[src/rtl/axi_led_pwm.sv]
// AXI4-Lite LED controller: per-LED PWM duty, shared prescaled counter.
// Optional blink gating is enabled with `define AXI_LED_PWM_BLINK_EN.
module axi_led_pwm #(
  parameter int AXI_ADDR_BW_p  = 12,
  parameter int LED_NBR_p      = 8,
  parameter int PWM_BW_p       = 8,
  parameter int PRESCALE_RST_p = 0
) (
  input  logic                     clk,
  input  logic                     rst_n,
  input  logic [AXI_ADDR_BW_p-1:0] i_axi_awaddr,
  input  logic                     i_axi_awvalid,
  output logic                     o_axi_awready,
  input  logic [31:0]              i_axi_wdata,
  input  logic [3:0]               i_axi_wstrb,
  input  logic                     i_axi_wvalid,
  output logic                     o_axi_wready,
  output logic [1:0]               o_axi_bresp,
  output logic                     o_axi_bvalid,
  input  logic                     i_axi_bready,
  input  logic [AXI_ADDR_BW_p-1:0] i_axi_araddr,
  input  logic                     i_axi_arvalid,
  output logic                     o_axi_arready,
  output logic [31:0]              o_axi_rdata,
  output logic [1:0]               o_axi_rresp,
  output logic                     o_axi_rvalid,
  input  logic                     i_axi_rready,
  output logic [LED_NBR_p-1:0]     o_led
);

  localparam logic [1:0] OKAY   = 2'b00;
  localparam logic [1:0] SLVERR = 2'b10;
  localparam logic [PWM_BW_p-1:0] CNT_LAST =
    PWM_BW_p'((1 << PWM_BW_p) - 2);

  logic                 en_q, en_d;
  logic [LED_NBR_p-1:0] led_on_q, led_on_d;
  logic [15:0]          presc_reg_q, presc_reg_d;
  logic [PWM_BW_p-1:0]  duty_q [LED_NBR_p];
  logic [PWM_BW_p-1:0]  duty_d [LED_NBR_p];

  logic                 bvalid_q, rvalid_q;
  logic [1:0]           bresp_q, rresp_q;
  logic [31:0]          rdata_q;
  logic [1:0]           rresp_d;
  logic [31:0]          rdata_d;

  logic [15:0]          pre_q;
  logic [PWM_BW_p-1:0]  cnt_q;
  logic [LED_NBR_p-1:0] led_q, led_d;
  logic                 tick;

  logic [31:0]          wword, rword, bmask;
  logic                 w_acc, r_acc, w_ok;
  logic                 ws_ctrl, ws_on, ws_pre;
  logic [LED_NBR_p-1:0] ws_duty;
  logic [LED_NBR_p-1:0] blink_gate;

`ifdef AXI_LED_PWM_BLINK_EN
  logic [15:0]          half_q, half_d;
  logic [LED_NBR_p-1:0] mask_q, mask_d;
  logic [15:0]          bcnt_q;
  logic                 phase_q;
  logic                 ws_half, ws_mask, wrap;
`endif

  assign w_acc = i_axi_awvalid & i_axi_wvalid & ~bvalid_q;
  assign r_acc = i_axi_arvalid & ~rvalid_q;

  assign o_axi_awready = w_acc;
  assign o_axi_wready  = w_acc;
  assign o_axi_bvalid  = bvalid_q;
  assign o_axi_bresp   = bresp_q;
  assign o_axi_arready = ~rvalid_q;
  assign o_axi_rvalid  = rvalid_q;
  assign o_axi_rdata   = rdata_q;
  assign o_axi_rresp   = rresp_q;
  assign o_led         = led_q;

  assign wword = 32'(i_axi_awaddr[AXI_ADDR_BW_p-1:2]);
  assign rword = 32'(i_axi_araddr[AXI_ADDR_BW_p-1:2]);
  assign bmask = {{8{i_axi_wstrb[3]}}, {8{i_axi_wstrb[2]}},
                  {8{i_axi_wstrb[1]}}, {8{i_axi_wstrb[0]}}};

  logic unused_bits;
  assign unused_bits = ^{i_axi_awaddr[1:0], i_axi_araddr[1:0],
                         i_axi_wdata, bmask};

  // Write address decode and byte-masked next register values
  always_comb begin
    ws_ctrl = (wword == 32'd0);
    ws_on   = (wword == 32'd1);
    ws_pre  = (wword == 32'd2);
    for (int i = 0; i < LED_NBR_p; i++)
      ws_duty[i] = (wword == 32'(8 + i));
    w_ok = ws_ctrl | ws_on | ws_pre | (|ws_duty);
`ifdef AXI_LED_PWM_BLINK_EN
    ws_half = (wword == 32'd3);
    ws_mask = (wword == 32'd4);
    w_ok    = w_ok | ws_half | ws_mask;
`endif
    en_d        = en_q;
    led_on_d    = led_on_q;
    presc_reg_d = presc_reg_q;
    for (int i = 0; i < LED_NBR_p; i++)
      duty_d[i] = duty_q[i];
    if (w_acc && ws_ctrl)
      en_d = bmask[0] ? i_axi_wdata[0] : en_q;
    if (w_acc && ws_on)
      led_on_d = (led_on_q & ~bmask[LED_NBR_p-1:0]) |
                 (i_axi_wdata[LED_NBR_p-1:0] & bmask[LED_NBR_p-1:0]);
    if (w_acc && ws_pre)
      presc_reg_d = (presc_reg_q & ~bmask[15:0]) |
                    (i_axi_wdata[15:0] & bmask[15:0]);
    for (int i = 0; i < LED_NBR_p; i++)
      if (w_acc && ws_duty[i])
        duty_d[i] = (duty_q[i] & ~bmask[PWM_BW_p-1:0]) |
                    (i_axi_wdata[PWM_BW_p-1:0] & bmask[PWM_BW_p-1:0]);
`ifdef AXI_LED_PWM_BLINK_EN
    half_d = half_q;
    mask_d = mask_q;
    if (w_acc && ws_half)
      half_d = (half_q & ~bmask[15:0]) |
               (i_axi_wdata[15:0] & bmask[15:0]);
    if (w_acc && ws_mask)
      mask_d = (mask_q & ~bmask[LED_NBR_p-1:0]) |
               (i_axi_wdata[LED_NBR_p-1:0] & bmask[LED_NBR_p-1:0]);
`endif
  end

  // Read mux; anything unmapped answers DEADDEAD with SLVERR
  always_comb begin
    rdata_d = 32'hDEADDEAD;
    rresp_d = SLVERR;
    unique case (1'b1)
      (rword == 32'd0): begin
        rdata_d = {31'b0, en_q};
        rresp_d = OKAY;
      end
      (rword == 32'd1): begin
        rdata_d = 32'(led_on_q);
        rresp_d = OKAY;
      end
      (rword == 32'd2): begin
        rdata_d = {16'b0, presc_reg_q};
        rresp_d = OKAY;
      end
`ifdef AXI_LED_PWM_BLINK_EN
      (rword == 32'd3): begin
        rdata_d = {16'b0, half_q};
        rresp_d = OKAY;
      end
      (rword == 32'd4): begin
        rdata_d = 32'(mask_q);
        rresp_d = OKAY;
      end
`endif
      default: begin
        for (int i = 0; i < LED_NBR_p; i++)
          if (rword == 32'(8 + i)) begin
            rdata_d = 32'(duty_q[i]);
            rresp_d = OKAY;
          end
      end
    endcase
  end

  // Register file and AXI response state
  always_ff @(posedge clk or negedge rst_n) begin
    if (!rst_n) begin
      en_q        <= 1'b0;
      led_on_q    <= '0;
      presc_reg_q <= 16'(PRESCALE_RST_p);
      for (int i = 0; i < LED_NBR_p; i++)
        duty_q[i] <= '0;
      bvalid_q    <= 1'b0;
      bresp_q     <= OKAY;
      rvalid_q    <= 1'b0;
      rresp_q     <= OKAY;
      rdata_q     <= '0;
    end else begin
      en_q        <= en_d;
      led_on_q    <= led_on_d;
      presc_reg_q <= presc_reg_d;
      for (int i = 0; i < LED_NBR_p; i++)
        duty_q[i] <= duty_d[i];
      if (w_acc) begin
        bvalid_q <= 1'b1;
        bresp_q  <= w_ok ? OKAY : SLVERR;
      end else if (i_axi_bready) begin
        bvalid_q <= 1'b0;
      end
      if (r_acc) begin
        rvalid_q <= 1'b1;
        rdata_q  <= rdata_d;
        rresp_q  <= rresp_d;
      end else if (i_axi_rready) begin
        rvalid_q <= 1'b0;
      end
    end
  end

  assign tick = (pre_q == presc_reg_q);

  // Prescaler and PWM period counter; a PRESCALE write restarts the prescaler
  always_ff @(posedge clk or negedge rst_n) begin
    if (!rst_n) begin
      pre_q <= '0;
      cnt_q <= '0;
    end else begin
      if ((w_acc && ws_pre) || tick)
        pre_q <= '0;
      else
        pre_q <= pre_q + 16'd1;
      if (tick)
        cnt_q <= (cnt_q == CNT_LAST) ? '0 : cnt_q + 1'b1;
    end
  end

`ifdef AXI_LED_PWM_BLINK_EN
  assign wrap = tick && (cnt_q == CNT_LAST);

  // Blink registers and phase: toggles after BLINK_HALF PWM periods
  always_ff @(posedge clk or negedge rst_n) begin
    if (!rst_n) begin
      half_q  <= '0;
      mask_q  <= '0;
      bcnt_q  <= '0;
      phase_q <= 1'b0;
    end else begin
      half_q <= half_d;
      mask_q <= mask_d;
      if (w_acc && ws_half) begin
        bcnt_q  <= '0;
        phase_q <= 1'b0;
      end else if (wrap && half_q != 16'd0) begin
        if (bcnt_q == half_q - 16'd1) begin
          bcnt_q  <= '0;
          phase_q <= ~phase_q;
        end else begin
          bcnt_q <= bcnt_q + 16'd1;
        end
      end
    end
  end

  assign blink_gate = ~mask_q |
                      {LED_NBR_p{phase_q | (half_q == 16'd0)}};
`else
  assign blink_gate = '1;
`endif

  // LED drive condition, one register stage to the pins
  always_comb begin
    for (int i = 0; i < LED_NBR_p; i++)
      led_d[i] = en_q & led_on_q[i] & (cnt_q < duty_q[i]) & blink_gate[i];
  end

  // Registered LED outputs
  always_ff @(posedge clk or negedge rst_n) begin
    if (!rst_n)
      led_q <= '0;
    else
      led_q <= led_d;
  end

endmodule

[config.mk]
export PLATFORM = sky130hd
export DESIGN_NAME = axi_led_pwm
export DESIGN_NICKNAME = d
export VERILOG_FILES = /design/src/rtl/axi_led_pwm.sv
export SDC_FILE = /design/constraint.sdc
export NUM_CORES = 1
export LEC_CHECK = 0
export CORE_ASPECT_RATIO = 0.75
export CORE_UTILIZATION = 56
export DETAILED_ROUTE_END_ITERATION = 10
export PLACE_DENSITY = 0.87
export SYNTH_ARGS = -nofsm -noshare
export SYNTH_HDL_FRONTEND = slang
export SYNTH_SLANG_ARGS = --single-unit
export TNS_END_PERCENT = 30
[constraint.sdc]
create_clock -name clk -period 2.2 [get_ports clk]
set_input_delay 0.44 -clock clk [delete_from_list [all_inputs] [get_ports clk]]
set_output_delay 0.44 -clock clk [all_outputs]
set_load 0.005 [all_outputs]
### Word level (Yosys, flattened, before mapping)

Cells that the tools add are included.

* bits in registers: 159
* input port bits: 67
* output and inout port bits: 49
* word-level logic and storage cells: 143

* add/subtract/negate cells: 2
* $lt $le $gt $ge: 8
* equal/unequal tests: 22
* mux-type cells: 25
* bitwise gates (word level): 48
* reductions and logical operators: 19

Operators by type and width (count)
* $mux 32: 8
* $eq 10x4->1 const B: 16
* $pmux 32 s3: 1
* $and 8x8->8: 10
* $or 8x8->8: 9
* $logic_not 32->1: 2
* $lt 8x8->1: 8
* $and 16x16->16: 2
* $eq 10x1->1 const B: 2
* $eq 10x2->1 const B: 2
* $mux 2: 10
* $and 1x1->1: 19
* $add 16x1->16 const B: 1
* $eq 16x16->1: 1
* $mux 16: 1
* $not 16->16: 1
* $or 16x16->16: 1
* $logic_and 1x1->1: 11
* $add 8x1->8 const B: 1
* $eq 8x8->1 const B: 1
* $mux 8: 1
* $not 8->8: 1
* $reduce_or 8->1: 1
* $mux 1: 4
* other kinds (6): 10

### Longest topological paths before layout

Gate-level depths: netlist of the first run.

* depth in word-level cells: 10
* depth in mapped cells: 8

### Worst setup path after synthesis of the first run

OpenSTA, ideal clock, no wires.

* kind: in2reg
* start point: input port i_axi_awaddr[7]
* end point: register with a tool-made name
* library setup time: 0.125 ns
* arrival time: 1.735 ns
* data required time: 2.075 ns
* slack: 0.340 ns
* cell stages on the path: 4
* buffers on the path: 0
* path through: nor4_1 -> nand2_1 -> nor3_4 -> mux2_2

RTL lines
* from (decl): RTL line 11 `input logic [AXI_ADDR_BW_p-1:0] i_axi_awaddr,`

### Final worst setup path of the first run

* start point: input port i_axi_wvalid
* end point: output port o_axi_awready

* cells in the longest elaborated chain, start to end: 2

Ends and longest elaborated chain
* from (decl): RTL line 16 `input logic i_axi_wvalid,`
* $and 1x1->1 (2 in series): RTL line 67 `assign w_acc = i_axi_awvalid & i_axi_wvalid & ~bvalid_q;`
* to (decl): RTL line 13 `output logic o_axi_awready,`

Every way passes these cells.

==> impl_metrics.csv, run 1 <==
group,metric,value,unit
status,status,"complete, no violations",
placed_design,dpl_cell_area,9649,sq um
critical_path,crit_path_start,"i_axi_wvalid",
critical_path,start_kind,"primary input",
detailed_routing,post_drt_wl_per_cell,20.75,um
critical_path,reg2regPathDepth,5,
detailed_routing,drt_iter0_drc,807,
timing,setup_viol,0,
clocking,clock_latency,0.43,ns
yosys,yosys_warnings,0,
clocking,cts_buffer_depth,2,
yosys,synthesis.area,8247,sq um
detailed_routing,first_pass_iters,7,
floorplan,core,14410,sq um
critical_path,cp_slowest_stage_delay,0.52,ns
detailed_routing,ant_nets,0,
placed_design,gp_congestion,0.9558,
placed_design,io_buffers,86,
yosys,seq_area_frac_synth,43.09,%
yosys,synth_top_area_cell,"dfrtp_1",
flow_run,drv_cap,0,
floorplan,fp.dieW,142.1,um
critical_path,r2r_setup_slack,0.29,ns
clocking,cts_sinks,142,
pwr,p_int,5.665,mW
hold_path,hp-class,"primary input to async pin",
critical_path,cp_cell_sequence,"clkdlybuf4s50_1 > nand3b_4 > inv_1 > clkdlybuf4s50_1",
detailed_routing,route.top_layer_used,"met4",
timing,fin_crit,2.103,ns
detailed_routing,via_per_inst,6.104,
pwr,p_per_area,806.1,nW/um^2
finish,final_cell_mix,"142 x dfrtp_1, 85 x clkdlybuf4s50_1, 81 x mux2_2, 66 x inv_1, 59 x ha_1",
critical_path,critPathArrivalTime,1.66,ns
grt,grtUsageTotal,32.80,%
critical_path,cp_top_family,"buffers and inverters",
timing,period_share,95.59,%
timing,maxSlewHeadroom,51.37,%
timing,worst_pin_slew,0.7271,ns
floorplan,floorplan.initialDensity,57.24,%
detailed_routing,via_count,6879,
critical_path,cp_common_cell,"clkdlybuf4s50_1",
yosys,syn_avg_cell_area,10.40,sq um
placed_design,dp_hpwl,16520,um
critical_path,worstPathRequired,1.76,ns
pwr,switching_power,2.621,mW
pwr,ir_worst_vdd,0.6403,mV
grt,antenna_found_initial,1,
critical_path,path_buf_inv,3,
detailed_routing,route.met2.wl,10650,um
detailed_routing,wl,23390,um
detailed_routing,met3_length,2094,um
finish,layout-drive-gt1-share,21.47,%
pwr,seqPwrFrac,37.5,%
yosys,syn_inst,793,
grt,grt_max_degree,54,
detailed_routing,remaining_drc_errors,0,
yosys,ys_ff_latch,142,
finish,fin_nets,1040,
critical_path,critPathSlowestCell,"clkdlybuf4s50_1",
pwr,switching_share,31.63,%
critical_path,setup.worst_path.class,"primary input to output pin",
clocking,clk_pin_slew,0.07,ns
clocking,root_buffer,"clkbuf_16",
clocking,cts_buffers,17,
grt,grt_pass1_wl,36950,um
finish,final_area,10280,sq um
timing,slew_viol_final,0,
floorplan,row_count,38,
grt,overflow,0,
finish,synthToLayoutAreaGrowth,24.64,%
critical_path,rr_endpoint,"o_led[1]$_DFF_PN0_",
floorplan,die_area,15220,sq um
finish,post-route-util,71.35,%
yosys,synth_edf_count,0,
floorplan,io_pins,116,
clocking,htreeDepth,4,
critical_path,worstPathMaxFanout,3,
timing,finalClockSkew,0.009699,ns
detailed_routing,wl_met1,9904,um
finish,n_antenna_cell,0,
clocking,postCtsSetupBuffers,0,
grt,grt_pass1_vias,6935,
timing,grt_setup_unrepaired,"no",
clocking,tritoncts,"yes",
yosys,ys_types,63,
yosys,async_flop_share,100.0,%
pwr,p_leak,4.589,nW
pwr,comb_power_share,25.9,%
yosys,yosysTopAreaCellShare,43.09,%
yosys,synth_flop_cell,"dfrtp_1",
critical_path,cp-end-kind,"output pin",
yosys,synth.area.top_cells,"dfrtp_1 43%, mux2_2 11%, ha_1 9.0%, inv_1 3.0%, o21ai_0 2.7%",
pwr,p_clk_share,36.6,%
timing,max_freq,0.4755,GHz
floorplan,die_height,107.1,um
critical_path,rr_startpoint,"cnt_q[4]$_DFFE_PN0P_",
critical_path,cp.depth,4,
finish,final_common_cell,"dfrtp_1",
critical_path,cp-endpoint,"o_axi_awready",
timing,final-hold-violation-count,0,
[layer usage]
layer  GRT usage, %  vias to the layer above
met5              0                        -
met4          13.82                        0
met3          9.067                       64
met2          50.39                      365
met1          43.66                     3408
li1               -                     3042
[power by group through the flow]
stage / clock, mW / combinational [mW] / sequential (mW)
finish: 3.03 / 2.14 / 3.11
floorplan: 0 / 1.36 / 2.97
global placement: 0 / 1.97 / 3.12
detailed placement: 0 / 2.08 / 3.13
CTS: 3.04 / 2.13 / 3.09
global route: 3.16 / 2.38 / 3.13
[timing repair]
action                     in CTS  in global routing
hold buffers                    1                  0
resized for setup               0                  1
hold endpoints to repair       27                  0
setup endpoints to repair       0                  6
[Yosys cell counts (all sizes together), types with 6 or more instances]
library cell and count:
a21o 19, nor2 59, o21ai 44, nand2b 11
buf 29, nand4 10, nand3 28, a22o 9
a21oi 39, a211oi 16, o21a 10, o22ai 7
a221o 6, inv 66, mux2 83, nor3 9
xnor2 25, ha 59, clkbuf 23, nand2 38
dfrtp 142
[through the flow]
step / power, mW / setup WS, ns / instances / hold slack [ns] / setup TNS, ns
after floorplan: 4.332 / 0.3405 / 799 / 0.1444 / 0
after global routing: 8.666 / 0.04066 / 1127 / 0.4743 / 0
after detailed placement: 5.215 / -0.2744 / 1094 / 0.3425 / -13.29
final: 8.285 / 0.09702 / 1127 / 0.4541 / 0
after CTS: 8.261 / 0.07977 / 1127 / 0.4570 / 0
after global placement: 5.091 / -0.2123 / 1094 / 0.3412 / -10.13
[how the worst min path moves through the flow]
| stage | depth (start not counted) | to |
|---|---|---|
| floorplan | 0 | async pin |
| global placement | 1 | cnt_q[6]$_DFFE_PN0P_ |
| detailed placement | 1 | cnt_q[6]$_DFFE_PN0P_ |
| CTS | 2 | cnt_q[5]$_DFFE_PN0P_ |
| global route | 2 | cnt_q[6]$_DFFE_PN0P_ |
| finish | 2 | cnt_q[6]$_DFFE_PN0P_ |
[cells by family (layout without fill, tap and decap cells)]
group,after synthesis,count (layout),share of synthesized area [%]
compound gates,177,177,14.08
simple gates,174,174,11.32
flops,142,142,43.09
buf+inv,119,247,6.418
mux,91,91,12.91
fa+ha+maj,59,59,8.952
xor+xnor,30,30,3.186
other cells,1,7,0.04547
[layout make-up]
type / instances / area, sq um
inverter: 67 / 251.5
tap: 200 / 250.2
fill: 984 / 4128
sequential: 142 / 3553
timing repair buffer: 148 / 1418
multi-input combinational: 538 / 4190
clock buffer: 19 / 452.9
clock inverter: 13 / 162.7
(Power assumes the default switching activity.)
==> inputs of run 2 (changes only) <==
--- a/config.mk
+++ b/config.mk
@@ -7,8 +7,10 @@
 export LEC_CHECK = 0
 export CORE_ASPECT_RATIO = 0.75
 export CORE_UTILIZATION = 56
+export CTS_CLUSTER_DIAMETER = 50
 export DETAILED_ROUTE_END_ITERATION = 10
 export PLACE_DENSITY = 0.87
+export REMOVE_ABC_BUFFERS = 1
 export SYNTH_ARGS = -nofsm -noshare
 export SYNTH_HDL_FRONTEND = slang
 export SYNTH_SLANG_ARGS = --single-unit
==> impl_metrics.csv, run 2 (synthesis gave the netlist of run 1 again) <==
group,metric,value,unit
floorplan,die_area,15220,sq um
clocking,root_buffer,"clkbuf_16",
detailed_routing,drt_iter0_drc,882,
pwr,p_per_area,836.5,nW/um^2
timing,fin_crit,2.070,ns
critical_path,cp_cell_sequence,"ha_1 > a21o_1 > a211oi_1 > o21ai_0 > a211oi_1",
detailed_routing,ant_nets,0,
timing,max_freq,0.4830,GHz
detailed_routing,first_pass_iters,5,
critical_path,reg2regPathDepth,5,
floorplan,io_pins,116,
finish,instances_no_fill,1127,
hold_path,hp-class,"flop to flop",
pwr,p_int,5.978,mW
grt,antenna_found_initial,0,
clocking,htreeDepth,4,
timing,worst_pin_slew,0.7438,ns
timing,final-hold-violation-count,0,
critical_path,cp_slowest_stage_delay,0.72,ns
critical_path,crit_path_start,"cnt_q[4]$_DFFE_PN0P_",
critical_path,rr_endpoint,"o_led[1]$_DFF_PN0_",
critical_path,cp_common_cell,"a211oi_1",
critical_path,critPathSlowestCell,"dfrtp_1",
clocking,clock_latency,0.43,ns
finish,post-route-util,71.68,%
clocking,cts_sinks,142,
grt,grtUsageTotal,32.22,%
finish,synthToLayoutAreaGrowth,25.22,%
critical_path,start_kind,"flop",
pwr,power,8.637,mW
floorplan,row_count,38,
detailed_routing,post_drt_wl_per_cell,20.89,um
status,status,"complete, no violations",
floorplan,core,14410,sq um
critical_path,rr_startpoint,"cnt_q[4]$_DFFE_PN0P_",
critical_path,cp-end-kind,"flop",
detailed_routing,wl,23550,um
detailed_routing,via_per_inst,6.043,
finish,fin_nets,1039,
clocking,cts_buffer_depth,2,
floorplan,die_height,107.1,um
placed_design,io_buffers,86,
grt,grt_pass1_wl,36560,um
critical_path,setup.worst_path.class,"flop to flop",
finish,final_area,10330,sq um
finish,final_common_cell,"dfrtp_1",
pwr,switching_power,2.660,mW
pwr,seqPwrFrac,35.6,%
timing,finalClockSkew,0.01026,ns
pwr,ir_worst_vdd,0.5396,mV
flow_run,drv_cap,0,
critical_path,critPathArrivalTime,2.39,ns
placed_design,dpl_cell_area,9629,sq um
pwr,p_clk_share,38.9,%
timing,setup_viol,0,
timing,setup-tns-final,0,ns
timing,period_share,94.10,%
finish,final_cell_mix,"142 x dfrtp_1, 81 x mux2_2, 80 x clkdlybuf4s50_1, 66 x inv_1, 59 x ha_1",
timing,slew_viol_final,0,
clocking,cts_buffers,17,
placed_design,dp_hpwl,16370,um
placed_design,dp_cells,1092,
grt,grt_max_degree,58,
clocking,clk_pin_slew,0.06,ns
critical_path,worstPathRequired,2.52,ns
floorplan,fp.dieW,142.1,um
critical_path,r2r_setup_slack,0.13,ns
timing,grt_setup_unrepaired,"no",
critical_path,worstPathMaxFanout,12,
finish,layout-drive-gt1-share,21.27,%
detailed_routing,remaining_drc_errors,0,
grt,grt_pass1_vias,6795,
clocking,tritoncts,"yes",
grt,overflow,0,
critical_path,cp-endpoint,"o_led[1]$_DFF_PN0_",
pwr,switching_share,30.79,%
detailed_routing,via_count,6811,
floorplan,floorplan.initialDensity,57.24,%
pwr,comb_power_share,25.5,%
placed_design,gp_congestion,0.9735,
timing,maxSlewHeadroom,50.26,%
pwr,p_leak,4.632,nW
==> run 2: cell type report <==
type | instances | area [sq um]
Tap cell | 200 | 250.2
Antenna cell | 1 | 2.502
Inverter | 67 | 251.5
Clock inverter | 13 | 235.2
Fill cell | 970 | 4080
Sequential cell | 142 | 3553
Timing Repair Buffer | 147 | 1404
Clock buffer | 19 | 442.9
Multi-Input combinational cell | 538 | 4187
==> run 2: stage by stage <==
step                setup slack [ns]  hold slack (ns)
finish                        0.1298           0.4887
global route                0.009707           0.5147
CTS                          0.03306           0.4912
detailed placement           -0.2614           0.3864
global placement             -0.2086           0.3851
floorplan                     0.3404           0.1444
==> run 2: what timing repair did <==
item                       CTS  global route
resized for setup            3             1
setup endpoints to repair    2             1
hold endpoints to repair    41             0
hold buffers                 1             0
setup buffers                0             1
==> run 2: layer usage <==
metal  vias to the layer above  routed length (um)  track usage, %
met2                       379               10360           47.93
li1                       3037                   -               -
met4                         0                 601           11.67
met5                         -                   0               0
met1                      3333               10080           44.45
met3                        62                2506           9.603
==> run 2: worst min-delay path by stage <==
stage / cells past startpoint / end / start / slack (ns)
4_1_cts: 1 / o_axi_rresp[1]$_DFFE_PN0P_ / o_axi_rresp[1]$_DFFE_PN0P_ / 0.49
3_5_place_dp: 1 / cnt_q[4]$_DFFE_PN0P_ / rst_n / 0.39
3_3_place_gp: 1 / cnt_q[4]$_DFFE_PN0P_ / rst_n / 0.39
6_report: 1 / o_axi_rresp[1]$_DFFE_PN0P_ / o_axi_rresp[1]$_DFFE_PN0P_ / 0.49
2_1_floorplan: 0 / async pin / rst_n / 0.14
5_1_grt: 1 / flop / flop / 0.51
==> run 2: critical path: cells and delay by family (launching register included) <==
kind / cells / cell delay [ns]
AOI/OAI and AO/OA: 4 / 0.86
DFF: 1 / 0.72
adders and majority gates: 1 / 0.36
==> run 2: power by group through the flow <==
| stage | Clock (mW) | Sequential [mW] | Combinational (mW) |
|---|---|---|---|
| after global placement | 0 | 3.08 | 2.02 |
| after global routing | 3.49 | 3.08 | 2.42 |
| after detailed placement | 0 | 3.09 | 2.14 |
| after floorplan | 0 | 3.00 | 1.19 |
| final | 3.36 | 3.07 | 2.20 |
| after CTS | 3.36 | 3.06 | 2.17 |
